### src/rtl/qwi_regbank_pkg.sv
// ----------------------------------------------------------------------------
// qwi_regbank_pkg
// Shared definitions for the qwi_regbank register bank.
//   MODE_*       : 2-bit per-register access mode encodings
//   reg_mode_of  : pulls one register's mode out of a packed REG_MODE vector
// No ports (package).
// ----------------------------------------------------------------------------
package qwi_regbank_pkg;

    localparam logic [1:0] MODE_RW    = 2'd0;
    localparam logic [1:0] MODE_RO    = 2'd1;
    localparam logic [1:0] MODE_W1C   = 2'd2;
    localparam logic [1:0] MODE_PULSE = 2'd3;

    // Upper bound on bank size accepted by reg_mode_of; callers zero-extend
    // their REG_MODE vector to this width before the call.
    localparam int MAX_REGS = 1024;

    function automatic logic [1:0] reg_mode_of(input logic [2*MAX_REGS-1:0] modes,
                                               input int idx);
        return modes[2*idx +: 2];
    endfunction

endpackage

### src/rtl/qwi_regbank_cell.sv
// ----------------------------------------------------------------------------
// qwi_regbank_cell
// One register of the bank; behaviour fixed at elaboration by MODE.
// Ports:
//   clk, rst   : clock, synchronous active-high reset (loads RST_VAL)
//   wr_en      : in-range write addressed to this register
//   wr_be      : byte enables for the write
//   wr_data    : write data
//   in_val     : fabric status/event input slice
//   value      : stored value driven to the fabric
//   rd_val     : value returned on a processor read
// ----------------------------------------------------------------------------
module qwi_regbank_cell
    import qwi_regbank_pkg::*;
#(
    parameter int              DWID    = 32,
    parameter logic [1:0]      MODE    = MODE_RW,
    parameter logic [DWID-1:0] RST_VAL = '0
) (
    input  logic              clk,
    input  logic              rst,
    input  logic              wr_en,
    input  logic [DWID/8-1:0] wr_be,
    input  logic [DWID-1:0]   wr_data,
    input  logic [DWID-1:0]   in_val,
    output logic [DWID-1:0]   value,
    output logic [DWID-1:0]   rd_val
);

    logic [DWID-1:0] value_d, value_q;
    logic [DWID-1:0] byte_mask;
    logic [DWID-1:0] wr_bits;

    always_comb begin
        byte_mask = '0;
        for (int b = 0; b < DWID/8; b++) begin
            byte_mask[8*b +: 8] = {8{wr_be[b]}};
        end
        wr_bits = wr_en ? (wr_data & byte_mask) : '0;
        value_d = value_q;
        case (MODE)
            MODE_RW:    if (wr_en) value_d = (value_q & ~byte_mask) | wr_bits;
            MODE_RO:    value_d = value_q;
            // Event input is OR-ed in after the clear so a coincident set wins.
            MODE_W1C:   value_d = (value_q & ~wr_bits) | in_val;
            MODE_PULSE: value_d = wr_bits;
            default:    value_d = value_q;
        endcase
    end

    always_ff @(posedge clk) begin
        if (rst) value_q <= RST_VAL;
        else     value_q <= value_d;
    end

    assign value  = value_q;
    // RO reads the live fabric input; PULSE always reads back as zero.
    assign rd_val = (MODE == MODE_RO)    ? in_val :
                    (MODE == MODE_PULSE) ? '0     : value_q;

endmodule

### src/rtl/qwi_regbank.sv
// ----------------------------------------------------------------------------
// qwi_regbank
// BRAM-style processor register port to REGCNT flat register slices.
// Ports:
//   reg_clk, reg_rst : clock, synchronous active-high reset
//   reg_ce, reg_we   : access enable, byte write enables (we==0 means read)
//   reg_addr         : word address, valid 0..REGCNT-1
//   reg_wrd, reg_rdd : write data, read data (holds between reads)
//   reg_rdv          : read data valid, RDLAT cycles after accept
//   reg_err          : out-of-range access pulse
//   reg_out, reg_in  : register values to fabric, status/events from fabric
//   reg_wr_stb       : per-register write pulse
//   reg_rd_stb       : per-register read pulse
// ----------------------------------------------------------------------------
module qwi_regbank
    import qwi_regbank_pkg::*;
#(
    parameter int                      REGCNT   = 2,
    parameter int                      AWID     = 11,
    parameter int                      DWID     = 32,
    parameter int                      RDLAT    = 1,
    parameter logic [REGCNT*2-1:0]     REG_MODE = '0,
    parameter logic [REGCNT*DWID-1:0]  REG_RST  = '0
) (
    input  logic                   reg_clk,
    input  logic                   reg_rst,
    input  logic                   reg_ce,
    input  logic [DWID/8-1:0]      reg_we,
    input  logic [AWID-1:0]        reg_addr,
    input  logic [DWID-1:0]        reg_wrd,
    output logic [DWID-1:0]        reg_rdd,
    output logic                   reg_rdv,
    output logic                   reg_err,
    output logic [REGCNT*DWID-1:0] reg_out,
    input  logic [REGCNT*DWID-1:0] reg_in,
    output logic [REGCNT-1:0]      reg_wr_stb,
    output logic [REGCNT-1:0]      reg_rd_stb
);

    localparam logic [AWID:0] REGCNT_W = (AWID+1)'(REGCNT);

    logic              wr_acc, rd_acc, in_range;
    logic [REGCNT-1:0] wr_sel, rd_sel;
    logic [DWID-1:0]   cell_rd [REGCNT];
    logic [DWID-1:0]   rd_mux;

    assign wr_acc   = reg_ce & (|reg_we);
    assign rd_acc   = reg_ce & ~(|reg_we);
    // Full-width compare so high address bits never alias onto a register.
    assign in_range = {1'b0, reg_addr} < REGCNT_W;

    for (genvar i = 0; i < REGCNT; i++) begin : g_cell
        assign wr_sel[i] = wr_acc & (reg_addr == AWID'(i));
        assign rd_sel[i] = rd_acc & (reg_addr == AWID'(i));

        qwi_regbank_cell #(
            .DWID    (DWID),
            .MODE    (reg_mode_of((2*MAX_REGS)'(REG_MODE), i)),
            .RST_VAL (REG_RST[DWID*i +: DWID])
        ) u_cell (
            .clk     (reg_clk),
            .rst     (reg_rst),
            .wr_en   (wr_sel[i]),
            .wr_be   (reg_we),
            .wr_data (reg_wrd),
            .in_val  (reg_in[DWID*i +: DWID]),
            .value   (reg_out[DWID*i +: DWID]),
            .rd_val  (cell_rd[i])
        );
    end

    // Out-of-range addresses match no register, so the mux yields zero.
    always_comb begin
        rd_mux = '0;
        for (int i = 0; i < REGCNT; i++) begin
            if (reg_addr == AWID'(i)) rd_mux = cell_rd[i];
        end
    end

    logic            pipe_vld_d [RDLAT];
    logic            pipe_vld_q [RDLAT];
    logic            pipe_err_d [RDLAT];
    logic            pipe_err_q [RDLAT];
    logic [DWID-1:0] pipe_dat_d [RDLAT];
    logic [DWID-1:0] pipe_dat_q [RDLAT];
    logic              wr_err_d, wr_err_q;
    logic [REGCNT-1:0] wr_stb_d, wr_stb_q, rd_stb_d, rd_stb_q;

    // Read pipeline: data stages only load on a valid entry, so the last
    // stage (reg_rdd) holds its value between reads.
    always_comb begin
        pipe_vld_d[0] = rd_acc;
        pipe_err_d[0] = rd_acc & ~in_range;
        pipe_dat_d[0] = rd_acc ? rd_mux : pipe_dat_q[0];
        for (int k = 1; k < RDLAT; k++) begin
            pipe_vld_d[k] = pipe_vld_q[k-1];
            pipe_err_d[k] = pipe_err_q[k-1];
            pipe_dat_d[k] = pipe_vld_q[k-1] ? pipe_dat_q[k-1] : pipe_dat_q[k];
        end
        wr_err_d = wr_acc & ~in_range;
        wr_stb_d = wr_sel;
        rd_stb_d = rd_sel;
    end

    always_ff @(posedge reg_clk) begin
        if (reg_rst) begin
            for (int k = 0; k < RDLAT; k++) begin
                pipe_vld_q[k] <= 1'b0;
                pipe_err_q[k] <= 1'b0;
                pipe_dat_q[k] <= '0;
            end
            wr_err_q <= 1'b0;
            wr_stb_q <= '0;
            rd_stb_q <= '0;
        end else begin
            for (int k = 0; k < RDLAT; k++) begin
                pipe_vld_q[k] <= pipe_vld_d[k];
                pipe_err_q[k] <= pipe_err_d[k];
                pipe_dat_q[k] <= pipe_dat_d[k];
            end
            wr_err_q <= wr_err_d;
            wr_stb_q <= wr_stb_d;
            rd_stb_q <= rd_stb_d;
        end
    end

    assign reg_rdv    = pipe_vld_q[RDLAT-1];
    assign reg_rdd    = pipe_dat_q[RDLAT-1];
    assign reg_err    = wr_err_q | pipe_err_q[RDLAT-1];
    assign reg_wr_stb = wr_stb_q;
    assign reg_rd_stb = rd_stb_q;

endmodule

### config.mk
export PLATFORM = sky130hd
export DESIGN_NAME = qwi_regbank
export DESIGN_NICKNAME = d
export VERILOG_FILES = /design/src/rtl/qwi_regbank_pkg.sv /design/src/rtl/qwi_regbank_cell.sv /design/src/rtl/qwi_regbank.sv
export SDC_FILE = /design/constraint.sdc
export NUM_CORES = 1
export LEC_CHECK = 0
export BUFFER_PORTS_ARGS = -buffer_cell sky130_fd_sc_hd__buf_2
export CAP_MARGIN = 20
export CORE_MARGIN = 2
export CORE_UTILIZATION = 40
export DETAILED_ROUTE_END_ITERATION = 8
export GPL_TIMING_DRIVEN = 0
export PLACE_DENSITY = 0.71
export SETUP_SLACK_MARGIN = 0.05
export SKIP_LAST_GASP = 1
export SLEW_MARGIN = 10
export SYNTH_ARGS = -nofsm -noshare
export SYNTH_HDL_FRONTEND = slang
export SYNTH_SLANG_ARGS = --single-unit
### constraint.sdc
create_clock -name reg_clk -period 2.8 [get_ports reg_clk]
set_input_delay 0.28 -clock reg_clk [delete_from_list [all_inputs] [get_ports reg_clk]]
set_output_delay 0.28 -clock reg_clk [all_outputs]
set_load 0.005 [all_outputs]
==> run summary, run 1 <==
Status = finished clean
Max Clk Rate = 0.5112 GHz
Min-Delay Path Class = primary input to register
Clock buffer count from CTS = 9
Switching power = 0.5995 mW
Syn Std Cell Area = 4368 µm²
Hold Buf Count CTS = 0
Die W = 108.5 µm
Clock sinks = 103
Number of max-cap violations = 0
Comb pwr share = 0.065
Unique masters post-synth = 25
IO Port Bufs = 149
CP Max Fanout = 10
Pwr Density = 470.2 nW/µm²
WL per Instance = 16.56 µm
Hpwl dp = 8473 µm
DRT Wirelength = 11660 µm
Die area = 11770 µm²
Filler cells = 1037
DRC errors left = 0
Slew Limit Headroom = 0.3750
Cell Int Power = 1.978 mW
Fin. max-slew vios = 0
Period utilisation layout = 0.6987
Post-layout util = 0.5100
Finished Cell Area = 5480 µm²
Syn_area_per_cell = 10.95 µm²
Seq/Total Area, Yosys = 0.4721
CP startpoint kind = primary input
Global-route wire length before repair = 18020 µm
Switch share = 0.2326
Part of the power in registers = 0.568
Setup TNS = 0 ns
First-iteration detailed-routing DRC count = 150
GRT Util Overall = 0.1998
Placed cell areas = 5289 µm²
Initial Util = 0.4065
Placeable Area = 10750 µm²
Flops & latches, synth = 103
Post-CTS Resized = 0
Initial antenna violation count = 0
Type of the worst setup path = primary input to register
Vias per cell = 5.067
Clock root buffer = clkbuf_8
R2R cell count = 2
Setup Buffers After CTS = 0
Hold Crit Start = reg_wrd[11]
Clock network fraction of total power = 0.366
Layout cells sized above 1 = 0.3156
Die height = 108.5 µm
Post-route ant nets = 0
Clk Latency, worst-skew pair = 0.37 ns
Clock period minus worst slack = 1.956 ns
Slew of the pin with the lowest slew margin = 0.9289 ns
Bufs on Longest Clock Path = 2
Final setup fails = 0
Clock Skews = 0.006690 ns
Max IR drop VDD = 193.7 µV
Post-synthesis cell count = 399
Worst hold path depth = 3
Yosys warns = 0
Area delta synth->final = 25.47%
WP data required = 3.10 ns
Clock slew at reported path FFs = 0.10 ns
RR Startpoint = g_cell[1].u_cell.rd_val[3]$_SDFFE_PP0P_
Crit end category = register
FF/Latch Area = 2062 µm²
Multi-input combinational cell area = 2150 µm²
Worst R2R End = pipe_dat_q[0][3]$_SDFFE_PP0P_
Final nets = 673
Vias in the first global route = 3575
Largest net degree at the start of global routing = 16
R2r setup slk = 2.08 ns
Pre-antenna DRT Iters = 4
GPL Wtd Cong = 0.7902
Ports = 216
Grt ovf = 0
RSZ-0062 raised after global routing = no
Deepest level of the CTS H-tree = 3
Total number of vias = 3567
Worst hold path endpoint = g_cell[1].u_cell.rd_val[11]$_SDFFE_PP0P_
TritonCTS clock tree = done
Row cnt = 38
Final Hold Vio Count = 0
Syn_nets = 513
Diodes inserted = 0
P_leak = 2.572 nW
Critical path arrival = 2.26 ns
## final cells by class
type                    instances  area share
inverters                       2    0.001370
flip-flops and latches        103      0.3763
multi-input cells             263      0.3922
well taps                     140     0.03196
clock inverters                 3    0.007763
clock buffers                  13     0.02717
plain buffers                  31     0.02717
repair buffers                149      0.1361
## placed cells by master (no fill, tap or decap), types with 2 or more instances in the layout
master and instances:
nand2b_1 96, nor4_1 3, or4_4 4, nand3_1 4
nand3b_1 4, clkbuf_1 25, mux2i_1 96, buf_1 3
or2_2 2, inv_1 2, o2bb2ai_1 32, nor2_1 3
nor4_4 3, and4_1 2, nand4_1 3, dfxtp_1 103
buf_2 151, buf_6 4, clkbuf_8 10, nor3_1 5
## critical path, cell delays in order
cell and delay, ns:
buf_2 0.10, nor4_1 0.80, nand4_1 0.44, clkbuf_1 0.40, o2bb2ai_1 0.23
## routing by layer
layer | global-route usage | vias to the layer above | share of wire
met5 | 0 | - | 0
met4 | 0.09158 | 0 | 0.023
met3 | 0.03134 | 18 | 0.055
met2 | 0.3272 | 113 | 0.46
met1 | 0.2584 | 1715 | 0.47
li1 | - | 1721 | -
## cell families (layout without fill, tap and decap cells)
kind of cell / Yosys count / after routing / synth area share
AO/OA/AOI/OAI: 33 / 33 / 0.06531
multiplexers: 96 / 96 / 0.2200
flip-flops: 103 / 103 / 0.4721
AND/OR/NAND/NOR: 134 / 134 / 0.2068
buffers and inverters: 33 / 198 / 0.03581
## registers in the layout (all words and copies together) (netlist names)
name                  flops
g_cell.u_cell.rd_val     64
pipe_dat_q               32
pipe_err_q                1
pipe_vld_q                1
reg_rd_stb                2
reg_wr_stb                2
wr_err_q                  1
## metrics by stage
| stage | instances | setup WS (ns) | power, mW | hold slack [ns] |
|---|---|---|---|---|
| 6_report | 704 | 0.8438 | 2.577 | 0.1796 |
| 3_5_place_dp | 688 | 0.5277 | 1.667 | 0.4411 |
| 3_3_place_gp | 688 | 0.5927 | 1.664 | 0.4395 |
| 2_1_floorplan | 399 | 0.9735 | 1.595 | 0.4558 |
| 4_1_cts | 704 | 0.9236 | 2.590 | 0.1751 |
| 5_1_grt | 704 | 0.7590 | 2.661 | 0.1894 |
## synthesized netlist by cell type, drive strengths merged
library cell  count  area (µm²)
nor4              6       82.58
inv               2       7.510
and3              1       6.260
nor4b             1       8.760
dfxtp           103        2062
and4              2       17.52
nand4             3       18.77
nand3b            4       30.03
nand2b           96       600.6
and3b             1       8.760
a21oi             1       5.000
nand3             4       20.02
clkbuf           22       82.58
mux2i            96       960.9
or2               2       12.51
nor2              3       11.26
nor3              5       25.02
or3b              1       8.760
o2bb2ai          32       280.3
buf               9       66.31
or4               5       52.55
## worst max path at each step
stage	startpoint	end	slack (ns)	depth (start not counted)
2_1_floorplan	reg_addr[4]	g_cell[1].u_cell.rd_val[0]$_SDFFE_PP0P_	0.97	5
3_3_place_gp	reg_addr[4]	pipe_dat_q[0][19]$_SDFFE_PP0P_	0.59	5
3_5_place_dp	reg_addr[4]	pipe_dat_q[0][18]$_SDFFE_PP0P_	0.53	5
4_1_cts	reg_addr[4]	pipe_dat_q[0][18]$_SDFFE_PP0P_	0.92	5
5_1_grt	reg_addr[4]	pipe_dat_q[0][15]$_SDFFE_PP0P_	0.76	5
6_report	reg_addr[4]	pipe_dat_q[0][18]$_SDFFE_PP0P_	0.84	5
## power groups by stage
stage	logic [mW]	clock network (mW)	registers, mW
floorplan	0.0961	0	1.50
global placement	0.165	0	1.50
detailed placement	0.168	0	1.50
CTS	0.168	0.957	1.46
global route	0.182	1.01	1.47
finish	0.168	0.944	1.46
Note: power is estimated with default switching activity, not from simulation.
==> run 2, diff against run 1 <==
--- a/config.mk
+++ b/config.mk
@@ -5,13 +5,14 @@
 export SDC_FILE = /design/constraint.sdc
 export NUM_CORES = 1
 export LEC_CHECK = 0
+export ABC_AREA = 1
 export BUFFER_PORTS_ARGS = -buffer_cell sky130_fd_sc_hd__buf_2
 export CAP_MARGIN = 20
 export CORE_MARGIN = 2
 export CORE_UTILIZATION = 40
 export DETAILED_ROUTE_END_ITERATION = 8
 export GPL_TIMING_DRIVEN = 0
-export PLACE_DENSITY = 0.71
+export PLACE_DENSITY = 0.69
 export SETUP_SLACK_MARGIN = 0.05
 export SKIP_LAST_GASP = 1
 export SLEW_MARGIN = 10
==> constraint.sdc (replaced) <==
create_clock -name reg_clk -period 1.8 [get_ports reg_clk]
set_input_delay 0.18 -clock reg_clk [delete_from_list [all_inputs] [get_ports reg_clk]]
set_output_delay 0.18 -clock reg_clk [all_outputs]
set_load 0.005 [all_outputs]
==> run 2 against run 1 <==
Die area increased by 13%; non-clock buffer count increased by 4; via count increased by 33%; register-to-register slack got worse by 1.2 ns; critical endpoint is now reg_err; largest cell class unchanged; highest routed layer unchanged; clock-buffer cell count decreased by 3.
==> run summary, run 2 <==
Post-layout util = 0.5145 (+0.004509)
Pre-antenna DRT Iters = 5 (+1)
Post-synth top area cell = dfxtp_1
Die area = 13290 µm² (+13%)
Syn Std Cell Area = 4952 µm² (+13%)
Initial antenna violation count = 0 (unchanged)
GPL Wtd Cong = 0.8094 (+2.4%)
CP max-delay cell = dfxtp_1
Initial Util = 0.4106 (+0.004084)
First-iteration detailed-routing DRC count = 293 (+95%)
Min-Delay Path Class = primary input to register
CP delay by family, top = flip-flops
Most frequent cells in the layout = nand2_1, buf_2, dfxtp_1, inv_1, nor2_1
Flops & latches, synth = 103 (unchanged)
EDFF count, synth = 0 (unchanged)
Number of max-cap violations = 0 (unchanged)
CP startpoint kind = register
Most instantiated cells after synthesis = nand2_1, dfxtp_1, inv_1
Final nets = 967 (+44%)
Max Clk Rate = 0.8013 GHz
Most numerous cell in the Yosys netlist = nand2_1
Status = finished clean
Total number of vias = 4730 (+33%)
CP Max Fanout = 1 (-9)
Grt ovf = 0 (unchanged)
Slew of the pin with the lowest slew margin = 0.7592 ns (-0.1697 ns)
Final Hold Vio Count = 0 (unchanged)
Syn_area_per_cell = 7.115 µm² (-35%)
Yosys warns = 0 (unchanged)
Ys async rst share = 0 (unchanged)
Die height = 115.3 µm (+6.2%)
Clock period minus worst slack = 1.248 ns
Post-route ant nets = 0 (unchanged)
Ports = 216 (unchanged)
Setup slack at placement = 0.2785 ns (-0.2492 ns)
Yosys top cell area share = 0.4164 (-0.05570)
Clock buffer count from CTS = 9 (unchanged)
Max IR drop VDD = 490.1 µV (+150%)
DRT Wirelength = 13580 µm (+16%)
Vias in the first global route = 4315 (+21%)
Clock slew at reported path FFs = 0.07 ns (-0.03 ns)
Hpwl dp = 9870 µm (+16%)
Area delta synth->final = 25.32%
Critical path arrival = 1.07 ns (-1.19 ns)
Unique masters post-synth = 28 (+12%)
Setup WS post-layout = 0.5521 ns (-0.2917 ns)
Clk Latency, worst-skew pair = 0.35 ns (-0.02 ns)
Type of the worst setup path = register to primary output
Crit end category = primary output
Period utilisation layout = 0.6933
Final Power = 4.675 mW (+81%)
Setup TNS = 0 ns (unchanged)
Worst path max stage delay = 0.30 ns (-0.50 ns)
Clock sinks = 103 (unchanged)
Seq/Total Area, Yosys = 0.4164 (-0.05570)
Placeable Area = 12060 µm² (+12%)
Deepest level of the CTS H-tree = 3 (unchanged)
RSZ-0062 raised after global routing = no
Row cnt = 40 (+5.3%)
Non-filler cells, final = 1025 (+46%)
Pwr Density = 753.3 nW/µm² (+60%)
WP data required = 1.62 ns (-1.48 ns)
Post-synthesis cell count = 696 (+74%)
Vias per cell = 4.615 (-8.9%)
Syn_nets = 810 (+58%)
GRT Util Overall = 0.2091 (+0.009246)
Setup Buffers After CTS = 0 (unchanged)
Bufs on Longest Clock Path = 2 (unchanged)
Commonest non-fill, non-tap cell in the layout = nand2_1
Finished Cell Area = 6206 µm² (+13%)
Fin. max-slew vios = 0 (unchanged)
DRC errors left = 0 (unchanged)
Max reg flops = 64 (unchanged)
Hold_ws = 0.1452 ns (-0.03441 ns)
Final setup fails = 0 (unchanged)
Die W = 115.3 µm (+6.2%)
Placed insts = 1010 (+47%)
Crit path buffers/inverters = 1 (-1)
Synth area leaders = dfxtp_1, nand2_1, inv_1, nor2_1, nand3_1
Hold Buf Count CTS = 0 (unchanged)
Slew Limit Headroom = 0.4938 (+0.1188)
Clock root buffer = clkbuf_16
Largest net degree at the start of global routing = 17 (+1)
Layout cells sized above 1 = 0.2894 (-0.02622)
Worst path cell trace = or2_2 > buf_2
Global-route wire length before repair = 21540 µm (+20%)
Placed cell areas = 5893 µm² (+11%)
IO Port Bufs = 146 (-2.0%)
WL per Instance = 13.25 µm (-20%)
P_leak = 3.074 nW (+20%)
Clock Skews = 0.006067 ns (-0.0006234 ns)
Post-CTS Resized = 0 (unchanged)
Diodes inserted = 0 (unchanged)
TritonCTS clock tree = done
Prevailing post-synth register cell = dfxtp_1
run 2: cell count changes after synthesis, moves of 15 or more:
cell	delta
a21oi_1	+21
a21oi_2	+20
inv_1	+94
mux2i_1	-96
nand2_1	+185
nand2_2	+22
nand2b_1	-96
nand3_1	+52
nor2_1	+72
o21a_1	+32
o21ai_1	+15
o2bb2ai_1	-32
run 2: path summary, 6_finish.rpt:
path / startpoint / to / slack, ns / cells past startpoint
max reg2reg: g_cell[0].u_cell.rd_val[12]$_SDFFE_PP0N_ / g_cell[0].u_cell.rd_val[12]$_SDFFE_PP0N_ / 0.91 / 4
max: pipe_err_q[0]$_SDFF_PP0_ / reg_err / 0.55 / 2
min: reg_wrd[24] / g_cell[1].u_cell.rd_val[24]$_SDFFE_PP0P_ / 0.15 / 5
min reg2reg: g_cell[1].u_cell.rd_val[4]$_SDFFE_PP0P_ / g_cell[1].u_cell.rd_val[4]$_SDFFE_PP0P_ / 0.48 / 2
run 2: logic make-up (layout without fill, tap and decap cells):
kind of cell	after synthesis	after routing	synth area share
buffers and inverters	139	300	0.1276
AO/OA/AOI/OAI	95	95	0.1273
flip-flops	103	103	0.4164
AND/OR/NAND/NOR	359	359	0.3287
run 2: power by group:
part	switching, mW	total [mW]	internal [mW]	leakage [nW]
clock network	0.870	2.08	1.21	0.145
registers	0.00735	2.30	2.29	0.831
logic	0.184	0.290	0.106	2.10
run 2: final cells by class:
type / count / area, µm²
Tap cell: 168 / 210.2
Inverter: 101 / 381.6
Multi-Input combinational cell: 454 / 2258
Clock inverter: 5 / 83.83
Timing Repair Buffer: 146 / 730.7
Sequential cell: 103 / 2062
Fill cell: 1241 / 5856
Buffer: 38 / 250.2
Clock buffer: 10 / 229.0
run 2: per-layer routing:
layer	vias up	global-route usage	share of wire	routed length [µm]
li1	2453	-	-	-
met1	2122	0.2649	0.46	6194
met2	141	0.3557	0.47	6437
met3	14	0.04850	0.055	743
met4	0	0.06104	0.015	204
met5	-	0	0	0
run 2: worst reg2reg max path, stage by stage (launching register included):
cell and delay (ns):
dfxtp_1 0.34, inv_1 0.06, nor2_1 0.04, o21ai_0 0.23, a21oi_2 0.08
